[src/rtl/systolic_pkg.sv]
// Shared types and constants for the systolic array host-side scheduler.
package systolic_pkg;

  // Scheduler phases, in the order a job walks through them.
  typedef enum logic [2:0] {
    IDLE    = 3'd0,
    LOAD_W  = 3'd1,
    SHIFT_W = 3'd2,
    COMPUTE = 3'd3,
    DRAIN   = 3'd4
  } sched_state_t;

  // Default geometry, used by the row-vector typedef below.
  localparam int DEF_MATRIX_SIZE = 2;
  localparam int DEF_DATA_SIZE   = 32;

  // One row of N lanes; lane k lives in bits [k*DATA_SIZE +: DATA_SIZE].
  typedef logic [DEF_MATRIX_SIZE-1:0][DEF_DATA_SIZE-1:0] row_vec_t;

  // Cycles from an accepted activation row to its aligned result row:
  // array latency to column 0, N-1 cycles of deskew, one output register.
  function automatic int result_latency(input int array_lat, input int n);
    return array_lat + n;
  endfunction

endpackage

[src/rtl/skew_delay_line.sv]
// Fixed-depth shift register used for input skew, fire-bit skew and
// output deskew. DEPTH=0 collapses to a plain wire.
module skew_delay_line #(
  parameter int DEPTH = 1,
  parameter int WIDTH = 1
) (
  input  logic             clk,
  input  logic             reset,
  input  logic [WIDTH-1:0] din,
  output logic [WIDTH-1:0] dout
);

  if (DEPTH == 0) begin : g_wire
    logic unused_clk_reset;
    assign unused_clk_reset = clk ^ reset;
    assign dout = din;
  end else begin : g_pipe
    logic [DEPTH-1:0][WIDTH-1:0] pipe_q;
    logic [DEPTH-1:0][WIDTH-1:0] pipe_d;

    // Next state: new sample enters stage 0, every stage moves one down.
    always_comb begin
      pipe_d    = pipe_q;
      pipe_d[0] = din;
      for (int k = 1; k < DEPTH; k++) begin
        pipe_d[k] = pipe_q[k-1];
      end
    end

    // Stage registers, cleared by reset so no stale data survives an abort.
    always_ff @(posedge clk) begin
      if (reset) begin
        pipe_q <= '0;
      end else begin
        pipe_q <= pipe_d;
      end
    end

    assign dout = pipe_q[DEPTH-1];
  end

endmodule

[src/rtl/systolic_scheduler.sv]
// Host-side initiator for a weight-stationary systolic array: buffers one
// NxN weight tile, shifts it into the array with column skew, streams
// activation rows with row skew and deskews the bottom-row sums.
//
// Handshakes: a transfer happens on a rising clk edge where valid and ready
// are both high. w_ready/a_ready depend only on internal state, never on the
// matching valid. r_valid has no backpressure; the consumer must take it.
module systolic_scheduler
  import systolic_pkg::*;
#(
  parameter  int MATRIX_SIZE = 2,
  parameter  int DATA_SIZE   = 32,
  parameter  int MAX_ROWS    = 16,
  parameter  int ARRAY_LAT   = 2,
  localparam int RW          = $clog2(MAX_ROWS + 1),
  localparam int IW          = $clog2(MAX_ROWS)
) (
  input  logic                                   clk,
  input  logic                                   reset,
  input  logic                                   start,
  input  logic [RW-1:0]                          num_rows,
  output logic                                   busy,
  output logic                                   done,
  input  logic                                   w_valid,
  output logic                                   w_ready,
  input  logic [MATRIX_SIZE-1:0][DATA_SIZE-1:0]  w_data,
  input  logic                                   a_valid,
  output logic                                   a_ready,
  input  logic [MATRIX_SIZE-1:0][DATA_SIZE-1:0]  a_data,
  output logic [MATRIX_SIZE-1:0][DATA_SIZE-1:0]  in_data,
  output logic [MATRIX_SIZE-1:0][DATA_SIZE-1:0]  in_weights,
  output logic [MATRIX_SIZE-1:0]                 load_weight,
  output logic [MATRIX_SIZE-1:0]                 enable_mult,
  input  logic [MATRIX_SIZE-1:0][DATA_SIZE-1:0]  out_sum,
  output logic                                   r_valid,
  output logic [MATRIX_SIZE-1:0][DATA_SIZE-1:0]  r_data,
  output logic [IW-1:0]                          r_index,
  output logic [2:0]                             dbg_state
);

  localparam int N         = MATRIX_SIZE;
  localparam int KW        = $clog2(N + 1);
  localparam int CW        = $clog2(2 * N);
  // Fire token is taken one cycle early so it lines up with the deskewed
  // sums entering the output register.
  localparam int TOK_DEPTH = result_latency(ARRAY_LAT, N) - 1;

  localparam logic [2:0] ST_IDLE    = IDLE;
  localparam logic [2:0] ST_LOAD_W  = LOAD_W;
  localparam logic [2:0] ST_SHIFT_W = SHIFT_W;
  localparam logic [2:0] ST_COMPUTE = COMPUTE;
  localparam logic [2:0] ST_DRAIN   = DRAIN;

  logic [2:0]                              state_q, state_d;
  logic [RW-1:0]                           nrows_q, nrows_d;
  logic [RW-1:0]                           acc_q, acc_d;
  logic [RW-1:0]                           emit_q, emit_d;
  logic [KW-1:0]                           wcnt_q, wcnt_d;
  logic [CW-1:0]                           shcnt_q, shcnt_d;
  logic [N-1:0][N-1:0][DATA_SIZE-1:0]      tile_q, tile_d;
  logic                                    r_valid_q, r_valid_d;
  logic [N-1:0][DATA_SIZE-1:0]             r_data_q, r_data_d;
  logic                                    fire;
  logic                                    tok_pre;
  logic [N-1:0][DATA_SIZE-1:0]             desk;

  // Job sequencing: phase transitions, counters, tile capture, handshakes.
  always_comb begin
    state_d = state_q;
    nrows_d = nrows_q;
    acc_d   = acc_q;
    emit_d  = emit_q + RW'(r_valid_q);
    wcnt_d  = wcnt_q;
    shcnt_d = shcnt_q;
    tile_d  = tile_q;
    w_ready = 1'b0;
    a_ready = 1'b0;
    fire    = 1'b0;
    done    = 1'b0;
    case (state_q)
      ST_IDLE: begin
        if (start) begin
          nrows_d = (int'(num_rows) > MAX_ROWS) ? RW'(MAX_ROWS) : num_rows;
          acc_d   = '0;
          emit_d  = '0;
          wcnt_d  = '0;
          state_d = ST_LOAD_W;
        end
      end
      ST_LOAD_W: begin
        w_ready = 1'b1;
        if (w_valid) begin
          for (int k = 0; k < N; k++) begin
            if (int'(wcnt_q) == k) tile_d[k] = w_data;
          end
          wcnt_d = wcnt_q + KW'(1);
          if (int'(wcnt_q) == N - 1) begin
            shcnt_d = '0;
            state_d = ST_SHIFT_W;
          end
        end
      end
      ST_SHIFT_W: begin
        shcnt_d = shcnt_q + CW'(1);
        if (int'(shcnt_q) == 2 * N - 2) state_d = ST_COMPUTE;
      end
      ST_COMPUTE: begin
        a_ready = (acc_q < nrows_q);
        fire    = a_valid && a_ready;
        acc_d   = acc_q + RW'(fire);
        if (acc_d == nrows_q) state_d = ST_DRAIN;
      end
      ST_DRAIN: begin
        // emit_q counts rows already presented on r_valid, so done lands
        // the cycle after the last result (or at once for an empty job).
        if (emit_q == nrows_q) begin
          done    = 1'b1;
          state_d = ST_IDLE;
        end
      end
      default: state_d = ST_IDLE;
    endcase
  end

  // Weight shift-in: bottom row first, column j delayed j cycles.
  always_comb begin
    in_weights  = '0;
    load_weight = '0;
    if (state_q == ST_SHIFT_W) begin
      if (int'(shcnt_q) <= N - 1) load_weight = '1;
      for (int j = 0; j < N; j++) begin
        for (int k = 0; k < N; k++) begin
          if (int'(shcnt_q) - j == N - 1 - k) in_weights[j] = tile_q[k][j];
        end
      end
    end
  end

  // Row skew: lane i and its fire bit are delayed i cycles together;
  // bubbles carry zero data with enable low.
  for (genvar i = 0; i < N; i++) begin : g_in_skew
    logic [DATA_SIZE:0] lane_in;
    logic [DATA_SIZE:0] lane_out;
    assign lane_in = {fire, a_data[i] & {DATA_SIZE{fire}}};
    skew_delay_line #(.DEPTH(i), .WIDTH(DATA_SIZE + 1)) u_skew (
      .clk  (clk),
      .reset(reset),
      .din  (lane_in),
      .dout (lane_out)
    );
    assign enable_mult[i] = lane_out[DATA_SIZE];
    assign in_data[i]     = lane_out[DATA_SIZE-1:0];
  end

  // Column deskew: column j arrives j cycles late, so it waits N-1-j.
  for (genvar j = 0; j < N; j++) begin : g_out_deskew
    skew_delay_line #(.DEPTH(N - 1 - j), .WIDTH(DATA_SIZE)) u_desk (
      .clk  (clk),
      .reset(reset),
      .din  (out_sum[j]),
      .dout (desk[j])
    );
  end

  skew_delay_line #(.DEPTH(TOK_DEPTH), .WIDTH(1)) u_tok (
    .clk  (clk),
    .reset(reset),
    .din  (fire),
    .dout (tok_pre)
  );

  // Output register input: only aligned rows are captured, otherwise zero.
  always_comb begin
    r_valid_d = tok_pre;
    r_data_d  = tok_pre ? desk : '0;
  end

  // State and counter registers with synchronous reset.
  always_ff @(posedge clk) begin
    if (reset) begin
      state_q   <= ST_IDLE;
      nrows_q   <= '0;
      acc_q     <= '0;
      emit_q    <= '0;
      wcnt_q    <= '0;
      shcnt_q   <= '0;
      tile_q    <= '0;
      r_valid_q <= 1'b0;
      r_data_q  <= '0;
    end else begin
      state_q   <= state_d;
      nrows_q   <= nrows_d;
      acc_q     <= acc_d;
      emit_q    <= emit_d;
      wcnt_q    <= wcnt_d;
      shcnt_q   <= shcnt_d;
      tile_q    <= tile_d;
      r_valid_q <= r_valid_d;
      r_data_q  <= r_data_d;
    end
  end

  assign busy      = (state_q != ST_IDLE);
  assign r_valid   = r_valid_q;
  assign r_data    = r_data_q;
  assign r_index   = emit_q[IW-1:0];
  assign dbg_state = state_q;

endmodule

[config.mk]
export PLATFORM = sky130hd
export DESIGN_NAME = systolic_scheduler
export DESIGN_NICKNAME = d
export VERILOG_FILES = /design/src/rtl/systolic_pkg.sv /design/src/rtl/skew_delay_line.sv /design/src/rtl/systolic_scheduler.sv
export SDC_FILE = /design/constraint.sdc
export NUM_CORES = 1
export LEC_CHECK = 0
export CAP_MARGIN = 20
export CORE_MARGIN = 4
export CORE_UTILIZATION = 49
export CTS_CLUSTER_SIZE = 14
export DETAILED_ROUTE_END_ITERATION = 8
export PLACE_DENSITY_LB_ADDON = 0.05
export SYNTH_ARGS = -nofsm -noshare
export SYNTH_HDL_FRONTEND = slang
export SYNTH_HIERARCHICAL = 1
export SYNTH_SLANG_ARGS = --single-unit
[constraint.sdc]
create_clock -name clk -period 7.95 [get_ports clk]
set_input_delay 1.59 -clock clk [delete_from_list [all_inputs] [get_ports clk]]
set_output_delay 1.59 -clock clk [all_outputs]
set_load 0.01 [all_outputs]
==> results.md, run 1 <==
GRT:
- For this run the aggregate overflow at the end of global routing stands at 0.
- For this run, the total global-route usage over all layers was measured as 23.57%.
- The first global-routing pass estimated 51.67 mm of wire.
- The number of global-route vias before repair is 9753.
- The number of antenna violations at the first check in global routing was 5.
- The pin count of the biggest net entering global routing is 83.

Clock network:
- The clock transition at the registers of the reported paths is 0.06 ns.
- The number of clock sinks seen by CTS is 283.
- The clock reaches the later pin of the worst-skew pair after 0.53 ns.
- The number of gates resized after CTS was 0.
- The cell sitting at the root of the clock tree is a sky130_fd_sc_hd__clkbuf_16.
- The clock buffer count from CTS is 30.
- The number of setup buffers added after CTS is 0.
- Counting along the longest clock path gives a buffer depth of 3.
- The number of levels in the clock H-tree is 1.
- The count of hold-fix buffers inserted at cts is 0.
- The CTS tree is done.

Route:
- The number of vias per cell is 5.004.
- The wire length per cell after detailed routing is 16.32 microns.
- In the routed design, unresolved DRC markers number 0.
- For this run, the detailed router's first-pass iteration total came to 5.
- The total number of vias is 10480.
- In this run the remaining antenna-violating nets after routing total 0.
- The detailed router finished its first iteration with 733 violations.
- The total wirelength of the detailed-routed design is 34.18 mm.

Power and ir drop:
- The combinational share of power is 7.7%.
- The switching part of the total is 22.01%.
- In this run the power spent charging and discharging nets is 0.0006769 W.
- The clock network fraction of total power is 44.9%.
- After layout, the design draws a total of 0.003076 W.
- The worst ir drop on vdd is 0.0001544 V.
- For this design the ratio of total power to cell area is 187.4 mW/mm^2.
- The fraction of power consumed by sequential logic is 47.5%.
- Cell internal power was estimated by the tool at 0.002399 W.
- The static leakage power is 5.968 nW.

Worst setup path:
- The peak fanout along the critical path is 42.
- The critical setup path kind is in -> out.
- The start point of the critical path is a_valid.
- The critical path goes through clkdlybuf4s50_1 -> nand3_2 -> buf_4 -> a21oi_1 -> clkdlybuf4s50_1.
- The slowest stage of the critical path belongs to the cell sky130_fd_sc_hd__nand3_2.
- The critical path capture point is enable_mult[0].
- The critical path runs through a total of 5 cells.
- In this design, the stage delay of the slowest critical-path cell is 0.60 ns.
- STA classifies the critical path endpoint as a primary output.
- For the worst flop-to-flop path, the logic depth is 12.
- The critical path's most frequent cell is sky130_fd_sc_hd__clkdlybuf4s50_1.
- The endpoint identified for the worst register-to-register timing path is dbg_state[1]$_SDFFE_PP0P_.
- In this design, the largest share of critical-path delay is due to buffers and inverters.
- The sum of buffers and inverters on the critical path is 3.
- The internal reg-to-reg setup slack is 4.58 ns.
- The data required time at the worst endpoint is 6.36 ns.
- The startpoint identified for the worst register-to-register timing path is nrows_q[1]$_SDFFE_PP0P_.
- The worst setup path is launched from an input port.
- The critical path arrival is 4.00 ns.

STA:
- The clock arrives with 0.007144 ns of skew.
- Derived from the worst setup path, the maximum achievable clock frequency is 179.0 MHz.
- The final critical-path required period is 5.587 ns.
- The setup violation total in the final timing report is 0.
- The actual transition at the worst max-transition pin is 1.046 ns.
- The final count of pins violating max slew was 0.
- The minimum setup slack in the final design is 2.363 ns.
- Headroom to the max-slew limit came out at 30.18%.
- The hold violation total from the final report is 0.
- Setup repair after global routing left no endpoint under its margin.
- In the final timing run, aggregate negative setup slack is 0 ns.
- Dividing the final minimum period by the clock period gives 70.28%.

Cells and area:
- The combined area of the multi-input logic cells is 0.004851 sq mm.
- Across the whole layout, storage elements account for 0.005665 sq mm.
- The utilization after layout is 69.53%.
- The filler cell count in the final layout is 1925.
- The area growth from synthesis to layout is 38.39%.
- The number of nets at the end of the flow is 1970.
- Of the cells placed in the final design, the portion with a size suffix greater than 1 is 4.284%.

Floorplan:
- The die outline height is 163.6 microns.
- The top-level I/O count is 410.
- The die covers 0.02676 sq mm.
- The effective utilization at floorplan is 50.24%.
- In this run the core area contains 56 standard-cell rows.
- The core region area is 0.02361 sq mm.
- From left edge to right edge, the die measures 163.6 microns.

Place:
- Once detailed placement completed, the half-perimeter wirelength came to 22.45 mm.
- During placement, the flow inserted port buffers numbering 409.
- The pre-CTS worst setup slack is 2.388 ns.
- At the end of routability-driven placement, the weighted congestion stood at 0.8095.

Synthesis:
- The most used flip-flop cell after synthesis is sky130_fd_sc_hd__dfxtp_1.
- In the synthesized netlist the async set-or-reset flop fraction comes to 0%.
- The netlist area before placement is 0.01186 sq mm.
- The count of yosys warnings during synthesis is 6.
- The proportion of synthesized chip area in sequential cells is 47.76%.
- When the netlist entered floorplanning its net count stood at 1695.
- In this run, synthesis inferred 0 flip-flops with an integrated enable.
- The synthesized area per cell is 8.021 sq um.
- After synthesis, the largest area contributor takes up 47.76% of total cell area.
- After technology mapping, the gate count stands at 1479.
- The synthesized design contains 283 register bits.
- Sorting the synthesized cells by area gives the leading types as sky130_fd_sc_hd__dfxtp_1, sky130_fd_sc_hd__nand2_1, sky130_fd_sc_hd__a21oi_1, sky130_fd_sc_hd__buf_4, sky130_fd_sc_hd__a211oi_1.
- The largest total area in the synthesized netlist belongs to sky130_fd_sc_hd__dfxtp_1.
- The synthesized netlist contains 39 unique library cells.

Run status:
- The flow ran to the end, and the final reports show no timing, DRC or antenna violations.

Min path:
- The path class of the lowest-slack min-delay path is reg -> reg.

Flow run:
- The reported max-cap violation count is 0.
==> synth_stat cells (all sizes together) (9+ instances only) <==
| library cell | n |
|---|---|
| nor2b | 71 |
| dfxtp | 283 |
| and3 | 34 |
| a21oi | 207 |
| clkbuf | 68 |
| nor3 | 9 |
| nor2 | 109 |
| nand2 | 304 |
| buf | 114 |
| ha | 14 |
| a211oi | 66 |
| inv | 75 |
| and2 | 68 |
==> cell families after synthesis <==
logic type / synth area share (%)
compound gates: 13.88
simple gates: 24.34
xor+xnor: 0.9598
buf+inv: 11.58
fa+ha+maj: 1.477
flops: 47.76
==> power groups by stage <==
stage	Sequential, W	Combinational, W	Clock [W]
final	0.00146	0.000236	0.00138
after global routing	0.00146	0.000258	0.00147
after CTS	0.00146	0.000237	0.00141
after detailed placement	0.00149	0.000235	0
after global placement	0.00149	0.000232	0
after floorplan	0.00149	0.000120	0
==> metal layers <==
| layer | track usage, % | share of wire (%) | vias to the layer above |
|---|---|---|---|
| met4 | 6.519 | 2.5 | 6 |
| met1 | 27.86 | 39 | 4812 |
| met2 | 41.81 | 50 | 365 |
| li1 | - | - | 5242 |
| met3 | 6.788 | 8.5 | 59 |
| met5 | 0 | 0.12 | - |
==> final cells by class <==
class	instances	area share, %
tap	319	2.431
sequential	283	34.51
clock inverter	9	0.6173
antenna	2	0.03049
multi-input combinational	939	29.55
inverter	75	1.715
timing repair buffer	425	25.78
clock buffer	43	5.365
==> placed cells by master, fill, tap and decap left out, types with 3 or more instances in the layout <==
master / synthesis / final
sky130_fd_sc_hd__clkbuf_8: 0 / 6
sky130_fd_sc_hd__and2_2: 0 / 3
sky130_fd_sc_hd__a211oi_1: 66 / 66
sky130_fd_sc_hd__and2_1: 68 / 65
sky130_fd_sc_hd__inv_1: 75 / 75
sky130_fd_sc_hd__and3_1: 34 / 34
sky130_fd_sc_hd__clkinv_2: 0 / 5
sky130_fd_sc_hd__buf_4: 78 / 13
sky130_fd_sc_hd__nor3_1: 9 / 9
sky130_fd_sc_hd__clkdlybuf4s50_1: 0 / 408
sky130_fd_sc_hd__nand3_1: 8 / 7
sky130_fd_sc_hd__o21ai_0: 3 / 3
sky130_fd_sc_hd__xor2_1: 5 / 5
sky130_fd_sc_hd__nand3b_1: 7 / 7
sky130_fd_sc_hd__clkbuf_16: 0 / 31
sky130_fd_sc_hd__ha_1: 14 / 12
sky130_fd_sc_hd__nand2_1: 304 / 302
sky130_fd_sc_hd__nor3b_1: 5 / 5
sky130_fd_sc_hd__clkbuf_1: 68 / 6
sky130_fd_sc_hd__xnor2_1: 8 / 8
sky130_fd_sc_hd__nor2b_1: 71 / 70
sky130_fd_sc_hd__dfxtp_1: 283 / 283
sky130_fd_sc_hd__a21oi_1: 207 / 207
sky130_fd_sc_hd__nor2_1: 109 / 109
==> flip-flops by register name, indices dropped and copies added, names as in the netlist <==
name / flops
dbg_state: 3
tile_q: 128
g_out_deskew.u_desk/dout: 32
emit_q: 5
nrows_q: 5
g_in_skew.u_skew/dout: 33
shcnt_q: 2
acc_q: 5
r_valid: 1
r_data: 64
u_tok/g_pipe.pipe_d: 2
wcnt_q: 2
u_tok/dout: 1
==> stage by stage <==
step / cell area [sq um] / std cells / hold slack (ns)
after floorplan: 11860 / 1479 / 0.4057
after global placement: 15390 / 2038 / 0.4077
after detailed placement: 15390 / 2038 / 0.4097
after CTS: 16370 / 2090 / 0.4249
after global routing: 16420 / 2095 / 0.4398
final: 16420 / 2095 / 0.4223
==> how the worst min path moves through the flow <==
stage | start | to | depth (start not counted)
2_1_floorplan | g_out_deskew[0].u_desk/dout[0]$_SDFF_PP0_ | r_data[0]$_SDFF_PP0_ | 1
3_3_place_gp | g_out_deskew[0].u_desk/dout[13]$_SDFF_PP0_ | r_data[13]$_SDFF_PP0_ | 1
3_5_place_dp | g_out_deskew[0].u_desk/dout[28]$_SDFF_PP0_ | r_data[28]$_SDFF_PP0_ | 1
4_1_cts | g_out_deskew[0].u_desk/dout[21]$_SDFF_PP0_ | r_data[21]$_SDFF_PP0_ | 1
5_1_grt | g_out_deskew[0].u_desk/dout[5]$_SDFF_PP0_ | r_data[5]$_SDFF_PP0_ | 1
6_report | g_out_deskew[0].u_desk/dout[4]$_SDFF_PP0_ | r_data[4]$_SDFF_PP0_ | 1
Note: power is estimated with default switching activity, not from simulation.
==> inputs of run 2 (changes only) <==
Settings changed: CORE_UTILIZATION 49 to 41.
Clock period 7.95 ns to 5 ns, I/O delays scaled along.
==> run 2 against run 1 <==
Net effect:
- clock power is 62% higher
- combinational power is 61% higher
- routed wire length down 0.35%
- non-clock buffer count rose by 2
- utilization is 12 points lower
- design area grew 0.81%
- count of clock-buffer cells in the layout increased by 1
- power rose by 61%
- largest cell class unchanged
- largest power group unchanged
- highest routed layer unchanged
==> results.md, run 2 (synthesis gave the netlist of run 1 again) <==
Run status:
- The run finished with clean final reports.

Floorplan:
- The full die area is 0.03172 sq mm (+19%).
- The floorplan row count is 62 (+11%).
- The effective utilization at floorplan is 41.44% (-8.8 points).
- The core region area is 0.02863 sq mm (+21%).
- The die outline height is 178.1 microns (+8.9%).
- The top-level I/O count was 410 (unchanged).
- The floorplan die width came to 178.1 microns (+8.9%).

Worst setup path:
- The critical path arrival was 3.23 ns (-0.77 ns).
- The critical setup path kind is reg -> out.
- The peak fanout along the critical path is 34 (-19%).
- The data required time at the worst endpoint is 4.00 ns (-2.36 ns).
- STA classifies the critical path endpoint as a primary output.
- STA classifies the critical path startpoint as a flip-flop.

Clock network:
- The buffer type at the clock tree root is sky130_fd_sc_hd__clkbuf_16.
- The clock transition at the registers of the reported paths is 0.06 ns (about the same).
- The number of levels in the clock H-tree is 1 (unchanged).
- The count of hold-fix buffers inserted at cts is 0 (unchanged).
- The clock buffer count from CTS is 31 (+3.3%).
- The number of setup buffers added after CTS came to 0 (unchanged).
- The maximum clock path buffer count came to 3 (unchanged).
- The post-cts repair resize count is 0 (unchanged).
- TritonCTS built the clock tree.
- The source-to-sink clock delay at the later pin of the worst-skew pair is 0.53 ns (about the same).
- The number of clock sinks seen by CTS is 283 (unchanged).

GRT:
- The sum of overflow across all layers after global routing came to 0 (unchanged).
- The number of global-route vias before repair is 9647 (-1.1%).
- The wire length of the first global-routing pass is 52.39 mm (+1.4%).
- The number of antenna violations at the first check in global routing is 1 (-4).
- The total routing resource utilization after global routing is 20.17% (-3.4 points).
- The pin count of the biggest net entering global routing is 122 (+47%).

Route:
- The total number of vias is 10420 (-0.61%).
- The wire length per cell after detailed routing is 15.73 microns (-3.6%).
- The post-route DRC violation count is 0 (unchanged).
- The violation count after the first detailed-route iteration is 609 (-17%).
- The total iterations of the first detailed-routing run is 5 (unchanged).
- The number of nets with antenna violations after detailed routing is 0 (unchanged).
- The total wirelength of the detailed-routed design is 34.06 mm (-0.35%).
- The number of vias per cell is 4.813 (-3.8%).

Place:
- The final weighted congestion in routability-driven placement is 0.8049 (-0.57%).
- The placed cell area came to 0.01553 sq mm (+0.93%).
- The pre-CTS worst setup slack was 0.9059 ns (-1.483 ns).
- The number of placed instances with taps included was 2108 (+3.4%).
- The count of input and output buffers is 409 (unchanged).
- The placed wire-length estimate after detailed placement is 22.81 mm (+1.6%).

STA:
- The final critical-path required period is 4.229 ns.
- The actual transition at the worst max-transition pin is 1.033 ns (-0.01272 ns).
- The post-route setup TNS came to 0 ns (unchanged).
- The final count of pins violating max slew is 0 (unchanged).
- The timing-limited maximum frequency is 236.4 MHz.
- The hold violation total from the final report is 0 (unchanged).
- The tightest slew margin relative to the limit came to 30.86% (+0.68 points).
- Of the available clock period, the critical path in the final layout requires 84.59%.
- Setup repair after global routing left no endpoint under its margin.
- The setup violation total in the final timing report is 0 (unchanged).
- The minimum setup slack in the final design is 0.7707 ns (-1.592 ns).
- The clock tree skew after final layout is 0.006067 ns (-0.001077 ns).

Cells and area:
- The finished layout cell area was 0.01655 sq mm (+0.81%).
- The area of all sequential standard cells is 0.005665 sq mm (unchanged).
- The filler cell count in the final layout was 2635 (+37%).
- The non-filler instance count after layout is 2165 (+3.3%).
- The number of nets at the end of the flow was 1973 (+0.15%).
- The flip-flop count of the largest register after layout was 128 (unchanged).
- The share of layout cells above drive strength 1 came to 4.660% (+0.38 points).
- Leaving out fill and tap cells, the most frequent cell in the layout is sky130_fd_sc_hd__clkdlybuf4s50_1.
- The register with the most flip-flops is tile_q.
- The combined area of the multi-input logic cells was 0.004851 sq mm (unchanged).
- The count of antenna diodes in the layout came to 0 (-2).
- The area growth from synthesis to layout is 39.51%.
- The library cells used most frequently in the layout, excluding fill and tap cells, are sky130_fd_sc_hd__clkdlybuf4s50_1, sky130_fd_sc_hd__nand2_1, sky130_fd_sc_hd__dfxtp_1.

Min path:
- The worst hold path belongs to the class reg -> reg.

Power and ir drop:
- The power density over the cells is 298.6 mW/mm^2 (+59%).
- The worst ir drop on vdd is 0.0002275 V (+47%).
- The post-route total power is 0.004942 W (+61%).
- The static leakage power is 6.004 nW (+0.60%).

Flow run:
- The reported max-cap violation count is 0 (unchanged).
==> run 2: cell count changes in the layout (fill, tap and decap cells not counted) <==
cell / change
sky130_fd_sc_hd__clkbuf_8: +1
sky130_fd_sc_hd__diode_2: -2
sky130_fd_sc_hd__buf_2: -1
sky130_fd_sc_hd__buf_4: +3
sky130_fd_sc_hd__buf_8: -1
sky130_fd_sc_hd__buf_12: +1
sky130_fd_sc_hd__clkinv_2: +4
==> run 2: path summary, 6_finish.rpt <==
kind	from	endpoint	slack, ns	depth (start not counted)
setup / recovery	dbg_state[1]$_SDFFE_PP0P_	in_data[22]	0.77	4
hold / removal	g_out_deskew[0].u_desk/dout[5]$_SDFF_PP0_	r_data[5]$_SDFF_PP0_	0.42	1
hold reg to reg	g_out_deskew[0].u_desk/dout[5]$_SDFF_PP0_	r_data[5]$_SDFF_PP0_	0.42	1
setup reg to reg	nrows_q[1]$_SDFFE_PP0P_	dbg_state[1]$_SDFFE_PP0P_	1.52	12
==> run 2: worst max-delay path, cell delays in order, from the launching register on <==
cell and delay [ns]:
sky130_fd_sc_hd__dfxtp_1 0.63, sky130_fd_sc_hd__and3b_1 0.40, sky130_fd_sc_hd__nand3_2 0.57, sky130_fd_sc_hd__a211oi_1 0.48
sky130_fd_sc_hd__clkdlybuf4s50_1 0.60
==> run 2: cell type report <==
type                       count  area share (%)
clock inverter                13          0.7333
clock buffer                  44           5.406
multi-input combinational    939           29.31
inverter                      75           1.701
sequential                   283           34.23
tap                          384           2.903
timing repair buffer         427           25.71
==> run 2: report_power, final <==
group | switching, W | internal (W) | leakage [nW]
clock | 0.000898 | 0.00134 | 0.508
combinational | 0.000180 | 0.000201 | 3.20
sequential | 0.0000208 | 0.00230 | 2.29
==> run 2: per-stage QoR <==
| step | hold slack [ns] | utilization (%) |
|---|---|---|
| 2_1_floorplan | 0.4057 | - |
| 3_3_place_gp | 0.4081 | 54.27 |
| 3_5_place_dp | 0.4105 | 54.27 |
| 4_1_cts | 0.4217 | 57.82 |
| 5_1_grt | 0.4343 | 57.82 |
| 6_report | 0.4215 | 57.82 |
==> run 2: per-layer routing <==
layer	global-route usage (%)	part of all wire [%]
met1	26.29	42
met2	33.35	47
met3	4.705	7.9
met4	6.091	3.2
met5	0	0.032
==> inputs of run 3 (changes only) <==
Clock period 5 ns to 3.8 ns, I/O delays scaled along.
==> run 3 against run 2 <==
Net effect:
- critical path depth is 3 higher
- global-route usage down 0.14 points
- critical endpoint unchanged
- final cell count grew 0.37%
- critical path type unchanged
- utilization is 0.54 points higher
- sequential power increased by 31%
- first-iteration DRC count is 1.8% lower
- flip-flop and latch count unchanged
- clock skew grew 0.0025 ns
- die area stayed put
- power rose by 34%
- count of clock-buffer cells in the layout grew 1
- register-to-register slack worse by 0.78 ns
==> results.md, run 3 (synthesis gave the netlist of run 1 again) <==
Cells and area:
- The finished layout cell area is 0.01670 sq mm (+0.94%).
- The share of layout cells above drive strength 1 came to 5.369% (+0.71 points).
- In the layout the commonest cells are sky130_fd_sc_hd__clkdlybuf4s50_1, sky130_fd_sc_hd__nand2_1, sky130_fd_sc_hd__dfxtp_1.
- The area growth from synthesis to layout is 40.82%.
- The flip-flop count of the largest register after layout is 128 (unchanged).
- The non-filler instance count after layout is 2173 (+0.37%).
- The most frequent standard cell in the layout excluding fill and tap cells is sky130_fd_sc_hd__clkdlybuf4s50_1.
- The number of nets at the end of the flow was 1979 (+0.30%).
- The register with the most flip-flops is tile_q.

Place:
- The pre-CTS worst setup slack is 0.5811 ns (-0.3248 ns).
- The count of input and output buffers is 409 (unchanged).
- The number of placed instances with taps included is 2114 (+0.28%).
- The placed wire-length estimate after detailed placement came to 22.87 mm (+0.27%).
- The final weighted congestion in routability-driven placement came to 0.8036 (-0.16%).
- The placed cell area was 0.01562 sq mm (+0.53%).

Floorplan:
- The floorplan die width is 178.1 microns (unchanged).
- The die outline height is 178.1 microns (unchanged).
- The top-level I/O count is 410 (unchanged).
- The effective utilization at floorplan came to 41.44% (unchanged).
- The floorplan row count is 62 (unchanged).
- The core region area is 0.02863 sq mm (unchanged).
- The full die area is 0.03172 sq mm (unchanged).

Clock network:
- The number of levels in the clock H-tree was 1 (unchanged).
- The cell sitting at the root of the clock tree is a sky130_fd_sc_hd__clkbuf_16.
- The clock buffer count from CTS is 31 (unchanged).
- The number of clock sinks seen by CTS was 283 (unchanged).
- TritonCTS built the clock tree.
- The clock transition at the registers of the reported paths is 0.06 ns (about the same).
- The source-to-sink clock delay at the later pin of the worst-skew pair is 0.54 ns (about the same).
- The maximum clock path buffer count was 3 (unchanged).

STA:
- The timing-limited maximum frequency is 280.6 MHz.
- The minimum setup slack in the final design is 0.2365 ns (-0.5342 ns).
- The actual transition at the worst max-transition pin is 0.7568 ns (-0.2766 ns).
- The clock tree skew after final layout is 0.008548 ns (+0.002481 ns).
- The tightest slew margin relative to the limit is 49.54% (+19 points).
- The hold violation total from the final report is 0 (unchanged).
- Setup repair after global routing left no endpoint under its margin.
- The worst slack on hold paths came to 0.4181 ns (-0.003312 ns).
- The final critical-path required period is 3.564 ns.
- The setup violation total in the final timing report came to 0 (unchanged).
- The post-route setup TNS is 0 ns (unchanged).
- The final count of pins violating max slew was 0 (unchanged).
- The final clock period utilization by the worst path is 93.78%.

Worst setup path:
- The internal reg-to-reg setup slack is 0.74 ns (-0.78 ns).
- The data required time at the worst endpoint is 3.04 ns (-0.96 ns).
- The nature of the critical path startpoint is a flip-flop.
- The depth of the most critical reg-to-reg path came to 11 (-1).
- The critical path arrival is 2.80 ns (-0.43 ns).
- The critical setup path kind is reg -> out.
- The worst register-to-register path begins at nrows_q[1]$_SDFFE_PP0P_.
- The worst setup path is captured at a primary output.
- The slowest stage cell on the critical path is sky130_fd_sc_hd__clkdlybuf4s50_1.
- The peak fanout along the critical path is 65 (+91%).
- The critical path goes through inv_1 -> ha_1 -> a21oi_1 -> nand3_2 -> buf_12 -> a211oi_1 -> clkdlybuf4s50_1.
- The highest cell delay on the worst timing path is 0.60 ns (-0.03 ns).
- The start point of the critical path is nrows_q[4]$_SDFFE_PP0P_.
- The worst flop-to-flop path endpoint is dbg_state[1]$_SDFFE_PP0P_.

Route:
- The wire length per cell after detailed routing was 15.66 microns (-0.44%).
- The number of nets with antenna violations after detailed routing was 0 (unchanged).
- The number of vias per cell is 4.763 (-1.0%).
- The total number of vias is 10350 (-0.67%).
- The violation count after the first detailed-route iteration came to 598 (-1.8%).
- The total iterations of the first detailed-routing run came to 5 (unchanged).
- The total wirelength of the detailed-routed design was 34.04 mm (about the same).
- The post-route DRC violation count is 0 (unchanged).

GRT:
- The total routing resource utilization after global routing was 20.03% (-0.14 points).
- The pin count of the biggest net entering global routing came to 68 (-44%).
- The number of antenna violations at the first check in global routing is 2 (+1).
- The number of global-route vias before repair is 9846 (+2.1%).
- The sum of overflow across all layers after global routing is 0 (unchanged).
- The wire length of the first global-routing pass is 52.19 mm (-0.38%).

Run status:
- The flow ran to the end, and the final reports show no timing, DRC or antenna violations.

Min path:
- The worst min-delay path startpoint is g_out_deskew[0].u_desk/dout[24]$_SDFF_PP0_.
- The path class of the tightest hold or removal check is reg -> reg.
- The cell count of the worst hold path was 1 (unchanged).
- The worst min-delay path endpoint is r_data[24]$_SDFF_PP0_.

Flow run:
- The reported max-cap violation count was 0 (unchanged).

Power and ir drop:
- The worst ir drop on vdd was 0.0003380 V (+49%).
- The power density over the cells is 396.6 mW/mm^2 (+33%).
- The static leakage power is 6.080 nW (+1.3%).
[run 3: power breakdown]
| group | internal, W | leakage (nW) | total (W) | switching, W |
|---|---|---|---|---|
| Clock | 0.00186 | 0.535 | 0.00306 | 0.00121 |
| Sequential | 0.00303 | 2.29 | 0.00305 | 0.0000277 |
| Combinational | 0.000271 | 3.25 | 0.000508 | 0.000237 |
[run 3: layout make-up]
class                   count  area (sq um)
clock inverters            13         123.9
repair buffers            433          4342
fillers                  2599         11920
diodes                      1         2.502
flip-flops and latches    283          5668
inverters                  75         281.5
clock buffers              45         948.4
multi-input cells         939          4858
well taps                 384         480.5
[run 3: routing by layer]
layer  routed length [microns]  track usage [%]
met1                     14050            25.41
met2                     16520            34.61
met3                      2832            4.663
met4                       618            4.705
met5                        13                0
[run 3: critical path, delay by kind of cell, from the launching register on]
family | cells | cell delay, ns
buffers and inverters | 3 | 0.90
AOI/OAI and AO/OA | 2 | 0.50
DFF | 1 | 0.41
adders and majority gates | 1 | 0.33
and+or+nand+nor | 1 | 0.12
[run 3: per-stage QoR]
| stage | power (W) | utilization, % |
|---|---|---|
| 2_1_floorplan | 0.003362 | - |
| 3_3_place_gp | 0.003621 | 54.55 |
| 3_5_place_dp | 0.003626 | 54.55 |
| 4_1_cts | 0.006701 | 58.30 |
| 5_1_grt | 0.006873 | 58.36 |
| 6_report | 0.006625 | 58.36 |
[run 3: worst max path at each step]
stage / to / slack [ns] / cells past startpoint
after floorplan: dbg_state[1]$_SDFFE_PP0P_ / 1.04 / 12
after global placement: in_data[5] / 0.63 / 5
after detailed placement: dbg_state[1]$_SDFFE_PP0P_ / 0.58 / 11
after CTS: load_weight[0] / 0.06 / 4
after global routing: in_data[20] / 0.05 / 7
final: in_data[22] / 0.24 / 7
[run 3: repair_timing]
action,4_1_cts,5_1_grt
setup buffers,0,0
hold buffers,0,0
resized for setup,0,5
endpoints found under the setup margin,0,22
